--- src/rtl/dmem_ws.sv ---
// Wait-stated data memory with req/ready handshake, byte/half/word lanes,
// misalignment rejection and a sticky write-1-to-clear FP flag register.
module dmem_ws #(
    parameter int unsigned DEPTH_WORDS = 64,
    parameter int unsigned WAIT_STATES = 2,
    parameter logic [31:0] FLAGS_ADDR  = 32'hFFFF_FFF0
) (
    input  logic        clk,
    input  logic        reset,
    input  logic        req,
    input  logic        we,
    input  logic [1:0]  size,
    input  logic        uns,
    input  logic [31:0] addr,
    input  logic [31:0] wdata,
    output logic [31:0] rdata,
    output logic        ready,
    output logic        busy,
    output logic        misalign,
    input  logic [2:0]  fp_exc,
    output logic [2:0]  fp_flags
);

    localparam int unsigned AW = $clog2(DEPTH_WORDS);

    typedef enum logic [1:0] {
        IDLE,
        WAIT,
        DONE
    } state_t;

    state_t      state, state_nx;
    logic [3:0]  cnt, cnt_nx;
    logic        commit;

    logic        we_q;
    logic [1:0]  size_q;
    logic        uns_q;
    logic [31:0] addr_q;
    logic [31:0] wdata_q;
    logic [31:0] res_q;

    logic [31:0] mem [DEPTH_WORDS];

    logic          mis;
    logic          is_flag;
    logic [AW-1:0] idx;
    logic [31:0]   word_rd;
    logic [31:0]   shifted;
    logic [31:0]   wshift;
    logic [3:0]    mask;
    logic [31:0]   merged;
    logic [31:0]   load_val;
    logic          flag_wr;

    always_comb begin
        state_nx = state;
        cnt_nx   = cnt;
        commit   = 1'b0;
        case (state)
            IDLE: begin
                if (req) begin
                    if (WAIT_STATES == 0) begin
                        state_nx = DONE;
                    end else begin
                        state_nx = WAIT;
                        cnt_nx   = 4'(WAIT_STATES - 1);
                    end
                end
            end
            WAIT: begin
                if (cnt == '0) begin
                    commit   = 1'b1;
                    state_nx = DONE;
                end else begin
                    cnt_nx = cnt - 4'd1;
                end
            end
            DONE: begin
                state_nx = IDLE;
                // With no wait states the commit edge is the DONE edge itself.
                if (WAIT_STATES == 0) commit = 1'b1;
            end
            default: state_nx = IDLE;
        endcase
    end

    always_comb begin
        mis = (size_q == 2'b11)
            | ((size_q == 2'b01) & addr_q[0])
            | ((size_q == 2'b10) & (addr_q[1:0] != 2'b00));
        is_flag = (addr_q[31:2] == FLAGS_ADDR[31:2]);
        idx     = addr_q[AW+1:2];
        word_rd = is_flag ? {29'b0, fp_flags} : mem[idx];
        shifted = word_rd >> {addr_q[1:0], 3'b000};
        wshift  = wdata_q << {addr_q[1:0], 3'b000};

        load_val = '0;
        if (!we_q && !mis) begin
            case (size_q)
                2'b00: load_val = uns_q ? {24'b0, shifted[7:0]}
                                        : {{24{shifted[7]}}, shifted[7:0]};
                2'b01: load_val = uns_q ? {16'b0, shifted[15:0]}
                                        : {{16{shifted[15]}}, shifted[15:0]};
                2'b10: load_val = word_rd;
                default: load_val = '0;
            endcase
        end

        case (size_q)
            2'b00:   mask = 4'b0001 << addr_q[1:0];
            2'b01:   mask = 4'b0011 << {addr_q[1], 1'b0};
            default: mask = 4'b1111;
        endcase

        merged = word_rd;
        for (int unsigned i = 0; i < 4; i++) begin
            if (mask[i]) merged[8*i +: 8] = wshift[8*i +: 8];
        end

        flag_wr = commit && we_q && !mis && is_flag;
    end

    // Array is deliberately left unreset; writes only happen on a real commit.
    always_ff @(posedge clk) begin
        if (commit && we_q && !mis && !is_flag) mem[idx] <= merged;
    end

    always_ff @(posedge clk or negedge reset) begin
        if (!reset) begin
            state    <= IDLE;
            cnt      <= '0;
            rdata    <= '0;
            ready    <= 1'b0;
            busy     <= 1'b0;
            misalign <= 1'b0;
            fp_flags <= '0;
            we_q     <= 1'b0;
            size_q   <= '0;
            uns_q    <= 1'b0;
            addr_q   <= '0;
            wdata_q  <= '0;
            res_q    <= '0;
        end else begin
            state    <= state_nx;
            cnt      <= cnt_nx;
            busy     <= (state_nx != IDLE);
            ready    <= (state == DONE);
            misalign <= (state == DONE) && mis;

            if (state == IDLE && req) begin
                we_q    <= we;
                size_q  <= size;
                uns_q   <= uns;
                addr_q  <= addr;
                wdata_q <= wdata;
            end

            if (commit) res_q <= load_val;
            if (state == DONE) rdata <= (WAIT_STATES == 0) ? load_val : res_q;

            if (flag_wr) fp_flags <= (fp_flags & ~wdata_q[2:0]) | fp_exc;
            else         fp_flags <= fp_flags | fp_exc;
        end
    end

endmodule

--- config.mk ---
export PLATFORM = sky130hd
export DESIGN_NAME = dmem_ws
export DESIGN_NICKNAME = d
export VERILOG_FILES = /design/src/rtl/dmem_ws.sv
export SDC_FILE = /design/constraint.sdc
export NUM_CORES = 2
export LEC_CHECK = 0
export ABC_AREA = 1
export CORE_AREA = 2 2 492 494
export CTS_CLUSTER_DIAMETER = 30
export DETAILED_ROUTE_END_ITERATION = 10
export DIE_AREA = 0 0 494 496
export SLEW_MARGIN = 20
export SYNTH_ARGS = -nofsm -noshare
export SYNTH_HDL_FRONTEND = slang
export SYNTH_SLANG_ARGS = --single-unit
--- constraint.sdc ---
create_clock -name clk -period 4.8 [get_ports clk]
set_input_delay 1.44 -clock clk [delete_from_list [all_inputs] [get_ports clk]]
set_output_delay 1.44 -clock clk [all_outputs]
set_load 0.01 [all_outputs]
# [Yosys cells after proc, flatten, opt, wreduce, memory -nomap -nowiden]
# Memory sizes are Yosys's and may differ from the RTL's.
# Cells that the tools add are included.
[totals] register_bits=144 ramBits=2048 in_bits=74 output_inout_bits=38 elab_cells=73 memories=1
[mem_list] memory="mem" depth=64 word_bits=32 read_ports=1 rd_ports_with_merged_regs=0 wr=1 line_no="43" rtl="logic [31:0] mem [DEPTH_WORDS];"
[classes] n_addsub=1 eq_ne=8 n_shift=4 mux=21 bitwise=8 reduce_logical=17
[ops] op="$mux W32" count=4
[ops] op="$pmux W32 S3" count=1
[ops] op="$mux W8" count=4
[ops] op="$shl A32 B5 Y32" count=1
[ops] op="$shr A32 B5 Y16" count=1
[ops] op="$eq A30 B30 Y1 const B" count=1
[ops] op="$pmux W4 S2" count=2
[ops] op="$mux W4" count=2
[ops] op="$logic_and A1 B1 Y1" count=7
[ops] op="$eq A2 B2 Y1 const B" count=3
[ops] op="$or A3 B3 Y3" count=2
[ops] op="$reduce_bool A2 Y1" count=3
[ops] op="$eq A2 B1 Y1 const B" count=2
[ops] op="$logic_not A2 Y1" count=2
[ops] op="$logic_not A4 Y1" count=1
[ops] op="$mux W1" count=4
[ops] op="$mux W2" count=2
[ops] op="$ne A2 B2 Y1 const B" count=2
[ops] op="$pmux W2 S2" count=1
[ops] op="$shl A1 B2 Y4 const A" count=1
[ops] op="$shl A2 B2 Y4 const A" count=1
[ops] op="$sub A4 B1 Y4 const B" count=1
[ops] op="$and A3 B3 Y3" count=1
[ops] op="$logic_not A1 Y1" count=3
[ops] op="5 further kinds" count=7

# [Depth between registers and ports, before layout]
[depth] ltp_word=9 mapped_depth=23 depth_no_buf=19

# [Least setup slack after synthesis]
# Ideal clock, no wire load.
[synth_path] path_kind="register -> register" startpoint="reg addr_q[2]" endpoint="mem mem[0][3], data pin" setup_ps=701 arrival_time_ps=4196 required_time_ps=4099 setup_slack_ps=-98 path_stages_with_launch=17 n_path_buf=5 period_less_slack_ps=4898 path_cell_list="dfrtp_1 buf_4 inv_4 buf_6 buf_6 buf_6 buf_2 nand2_1 nand2_1 nand2_1 a21oi_1 o21ai_0 nand2_1 nor2_1 nand2_1 nand2_1 o21ai_0"
[synth_via] elab_chain_len=3 elab_cells_between_ends=4 classes_between="1 x eq/ne; 2 x mux; 1 x memory"
[synth_lines] element="start, declared" line_no="39" rtl="logic [31:0] addr_q;"
[synth_lines] element="start signal, assigned" line_no="155" rtl="addr_q <= addr;"
[synth_lines] element="$mem_v2 Z64 W32 or $eq A30 B30 Y1 (tied branches)"
[synth_lines] element="$mux W32 *" line_no="94" rtl="word_rd = is_flag ? {29'b0, fp_flags} : mem[idx];"
[synth_lines] element="$mux W8 *" line_no="118" rtl="if (mask[i]) merged[8*i +: 8] = wshift[8*i +: 8];"
[synth_lines] element="via merged[3]" line_no="52" rtl="logic [31:0] merged;"
[synth_lines] element="end, declared" line_no="43"
# The timed path passes the listed nets; every way through them passes the cells marked *.

# [Worst setup path in the final report]
[layout_path] startpoint="reg addr_q[3]" endpoint="mem mem[6][23], data pin"
# Same word-level chain as after synthesis.

==> flow_summary.ini <==
[cells_and_area]
fill_cells = 21297
regArea_um2 = 65110
layout_common_cells = nand2_1 (5,057), edfxtp_1 (2,048), clkbuf_16 (438), inv_1 (290), nand3_1 (277)
area_growth_pct = 22.88
multi_input_comb_area_um2 = 25180
final_common_cell = nand2_1
final_nets = 9548
drive_above_1_share_pct = 11.76
design_area_um2 = 114300

[timing]
worstMarginPinSlew_ps = 1194
slew_violations = 0
rsz0062_at_grt = false
finClkSkew_ps = 71.77
fin_setup_tns_ps = 0
fin_crit_sh_pct = 89.32
min_period_ps = 4287
fmax_mhz = 233.3
slew_headroom_pct = 20.10
hold_viol = 0
finalSetupViolations = 0

[route]
antenna_left = 0
wire_per_inst_um = 22.02
drt_first_iter_violations = 7757
vias_per_cell = 5.140
routed_wl_um = 286600
drc = 0
num_vias = 66883
firstDrtPassIters = 8

[clock_network]
cts_resized = 0
cts_buffers = 430
cts_root_buf = clkbuf_16
cts_tree = done
clock_latency_ps = 980
cts_hold_buf = 0
cts.htree.levels = 5
cts_setup_buffers = 0
clock_sinks = 2192
clk_path_buf_depth = 4
path_clk_slew_ps = 50

[floorplanning]
core_area_um2 = 239600
dieArea_um2 = 245000
ioPinCount = 112
floorplan.initialDensity_pct = 38.80
die_y_um = 496
die_w_um = 494
rows = 180

[global_route]
grt.total_usage_pct = 22.91
antenna_found_initial = 7
grt_max_degree = 133
grt_pass1_vias = 63768
grt_pass1_wl_um = 418700
overflow = 0

[yosys]
ys_ff_latch = 2192
yosysWarnings = 0
syn_nets = 9180
syn_inst = 9104
syn_avg_cell_area_um2 = 10.21
synth_area_um2 = 92980
synth_seq_area_share_pct = 70.02
ys_types = 42

[setup_path]
startpoint_type = register
crit_type = register to register
max_stage_delay_ps = 710
cp_data_required_time_ps = 5480
worst-path-max-fanout = 72
cp_top_family = simple AND/OR/NAND/NOR gates
crit_top_cell = nand2_1
cp.arrival_ps = 4970
cp_num_buf_inv = 3
end_kind = register
crit_path_cell_trace = inv_16 > nor2_4 > buf_4 > o211ai_1 > nand2_1 > o21ai_1 > nand2_1 > nor2_1 > nand2_1 > a21oi_1 > a21oi_4 > buf_4
slowest_stage = nor2_4

[placed_design]
port_buffers = 111
dp_hpwl_um = 161100
dpl_cell_area_um2 = 99700
place_congestion = 0.9211

[flow_run]
max_cap_viol_count = 0

[power_and_ir_drop]
peakVddDrop_mv = 0.7915
p_int_mw = 54.93
power_frac_seq_pct = 32.1
netSwitchingFraction_pct = 38.65
pwr-share-clk_pct = 33.3
p_per_area_nw_per_um2 = 783.7
cellLeakagePower_nw = 47.36
p_sw_mw = 34.61
combinationalPowerShare_pct = 34.7

[run_status]
status = finished clean

[hold_path]
hold_path.class = register to register
==> worst reg2reg max path: stages, from the launching register on <==
cell,delay [ps]
dfrtp_4,530
inv_16,140
nor2_4,760
buf_4,280
o211ai_1,90
nand2_1,90
o21ai_1,80
nand2_1,320
nor2_1,90
nand2_1,290
a21oi_1,170
a21oi_4,600
buf_4,530
==> stage by stage <==
step / instances / total power [mW] / hold slack [ps] / setup WS, ps / util, %
3_5_place_dp: 12225 / 59.59 / 460.3 / 668.6 / 41.61
3_3_place_gp: 12222 / 59.02 / 449.8 / 745.6 / 41.57
5_1_grt: 13006 / 93.03 / 489.5 / 365.6 / 47.67
2_1_floorplan: 9104 / 45.55 / 439.6 / 428.2 / -
4_1_cts: 13005 / 89.49 / 471.7 / 622.9 / 47.67
6_report: 13012 / 89.54 / 470.0 / 512.8 / 47.68
==> synth_stat cells <==
| library cell | number | share of area, % |
|---|---|---|
| nand2_1 | 5064 | 20 |
| edfxtp_1 | 2048 | 66 |
| inv_1 | 293 | 1.2 |
| nand3_1 | 278 | 1.5 |
| nor2_1 | 277 | 1.1 |
| buf_2 | 244 | 1.3 |
| a21oi_1 | 188 | 1.0 |
| dfrtp_1 | 144 | 3.9 |
| clkbuf_1 | 112 | 0.45 |
| o21ai_1 | 112 | 0.60 |
| o21ai_0 | 87 | 0.47 |
| buf_4 | 59 | 0.48 |
| buf_1 | 44 | 0.18 |
| o211ai_1 | 33 | 0.27 |
| or2_2 | 33 | 0.22 |
| buf_6 | 14 | 0.17 |
| nor3_1 | 9 | 0.048 |
| a31oi_1 | 7 | 0.047 |
| nand4_1 | 7 | 0.047 |
| o22ai_1 | 5 | 0.034 |
| or2_1 | 5 | 0.034 |
| inv_2 | 4 | 0.016 |
| nor2_4 | 4 | 0.048 |
| nor3_2 | 4 | 0.043 |
| or2_0 | 4 | 0.027 |
| clkinv_1 | 3 | 0.012 |
| nand2_2 | 3 | 0.020 |
| ha_1 | 2 | 0.027 |
| inv_4 | 2 | 0.013 |
| nand3_2 | 2 | 0.022 |
| o32ai_1 | 2 | 0.019 |
| a21oi_2 | 1 | 0.0094 |
| a22o_1 | 1 | 0.0094 |
| a22oi_1 | 1 | 0.0081 |
| a32o_1 | 1 | 0.011 |
| and2_1 | 1 | 0.0067 |
| nand3b_1 | 1 | 0.0081 |
| nand4_4 | 1 | 0.023 |
| nor2_2 | 1 | 0.0067 |
| nor2_8 | 1 | 0.022 |
| nor4_1 | 1 | 0.0067 |
| or4_1 | 1 | 0.0081 |
==> power by group through the flow <==
stage / registers, mW / logic, mW / clock network, mW
finish: 28.7 / 31.1 / 29.8
CTS: 28.7 / 30.8 / 30.0
floorplan: 29.4 / 16.2 / 0
global placement: 29.0 / 30.0 / 0
global route: 28.7 / 33.4 / 31.0
detailed placement: 29.0 / 30.6 / 0
==> state kept, by name, indices dropped and copies added, names as in the netlist, 2 cells and up <==
signal / cells
mem: 2048
wdata_q: 32
cnt: 4
res_q: 32
addr_q: 32
fp_flags: 3
size_q: 2
rdata: 32
state: 2
==> logic make-up after synthesis <==
kind of cell    Yosys count  synth area share (%)
fa+ha+maj                 2               0.02691
buf+inv                 775                 3.814
flops                  2192                 70.02
simple gates           5697                 23.65
compound gates          438                 2.487
==> area by class of cell <==
type	count	area share, %
Antenna cell	7	0.01533
Clock buffer	485	9.818
Clock inverter	295	2.902
Inverter	302	1.028
Multi-Input combinational cell	6137	22.04
Sequential cell	2192	56.99
Tap cell	3185	3.488
Timing Repair Buffer	409	3.718
==> final timing paths <==
check | start | to | slack, ps | cells past startpoint
setup / recovery | addr_q[3]$_DFFE_PN0P_ | mem[6][23]$_DFFE_PP_ | 510 | 12
hold / removal | cnt[0]$_DFFE_PN0P_ | cnt[0]$_DFFE_PN0P_ | 470 | 1
setup reg to reg | addr_q[3]$_DFFE_PN0P_ | mem[6][23]$_DFFE_PP_ | 510 | 12
hold reg to reg | cnt[0]$_DFFE_PN0P_ | cnt[0]$_DFFE_PN0P_ | 470 | 1
max in group asynchronous | reset | rdata[23]$_DFFE_PN0P_ | 3380 | 2
min in group asynchronous | reset | addr_q[28]$_DFFE_PN0P_ | 500 | 1
==> per-layer routing <==
layer	vias to the layer above	share of wire [%]	track usage, %
met4	2	4.0	9.445
met1	32416	41	31.16
met5	-	0.0045	0
met2	3270	46	35.90
met3	537	9.5	4.641
li1	30658	-	-
No activity file was read; power rests on OpenSTA's default activity.
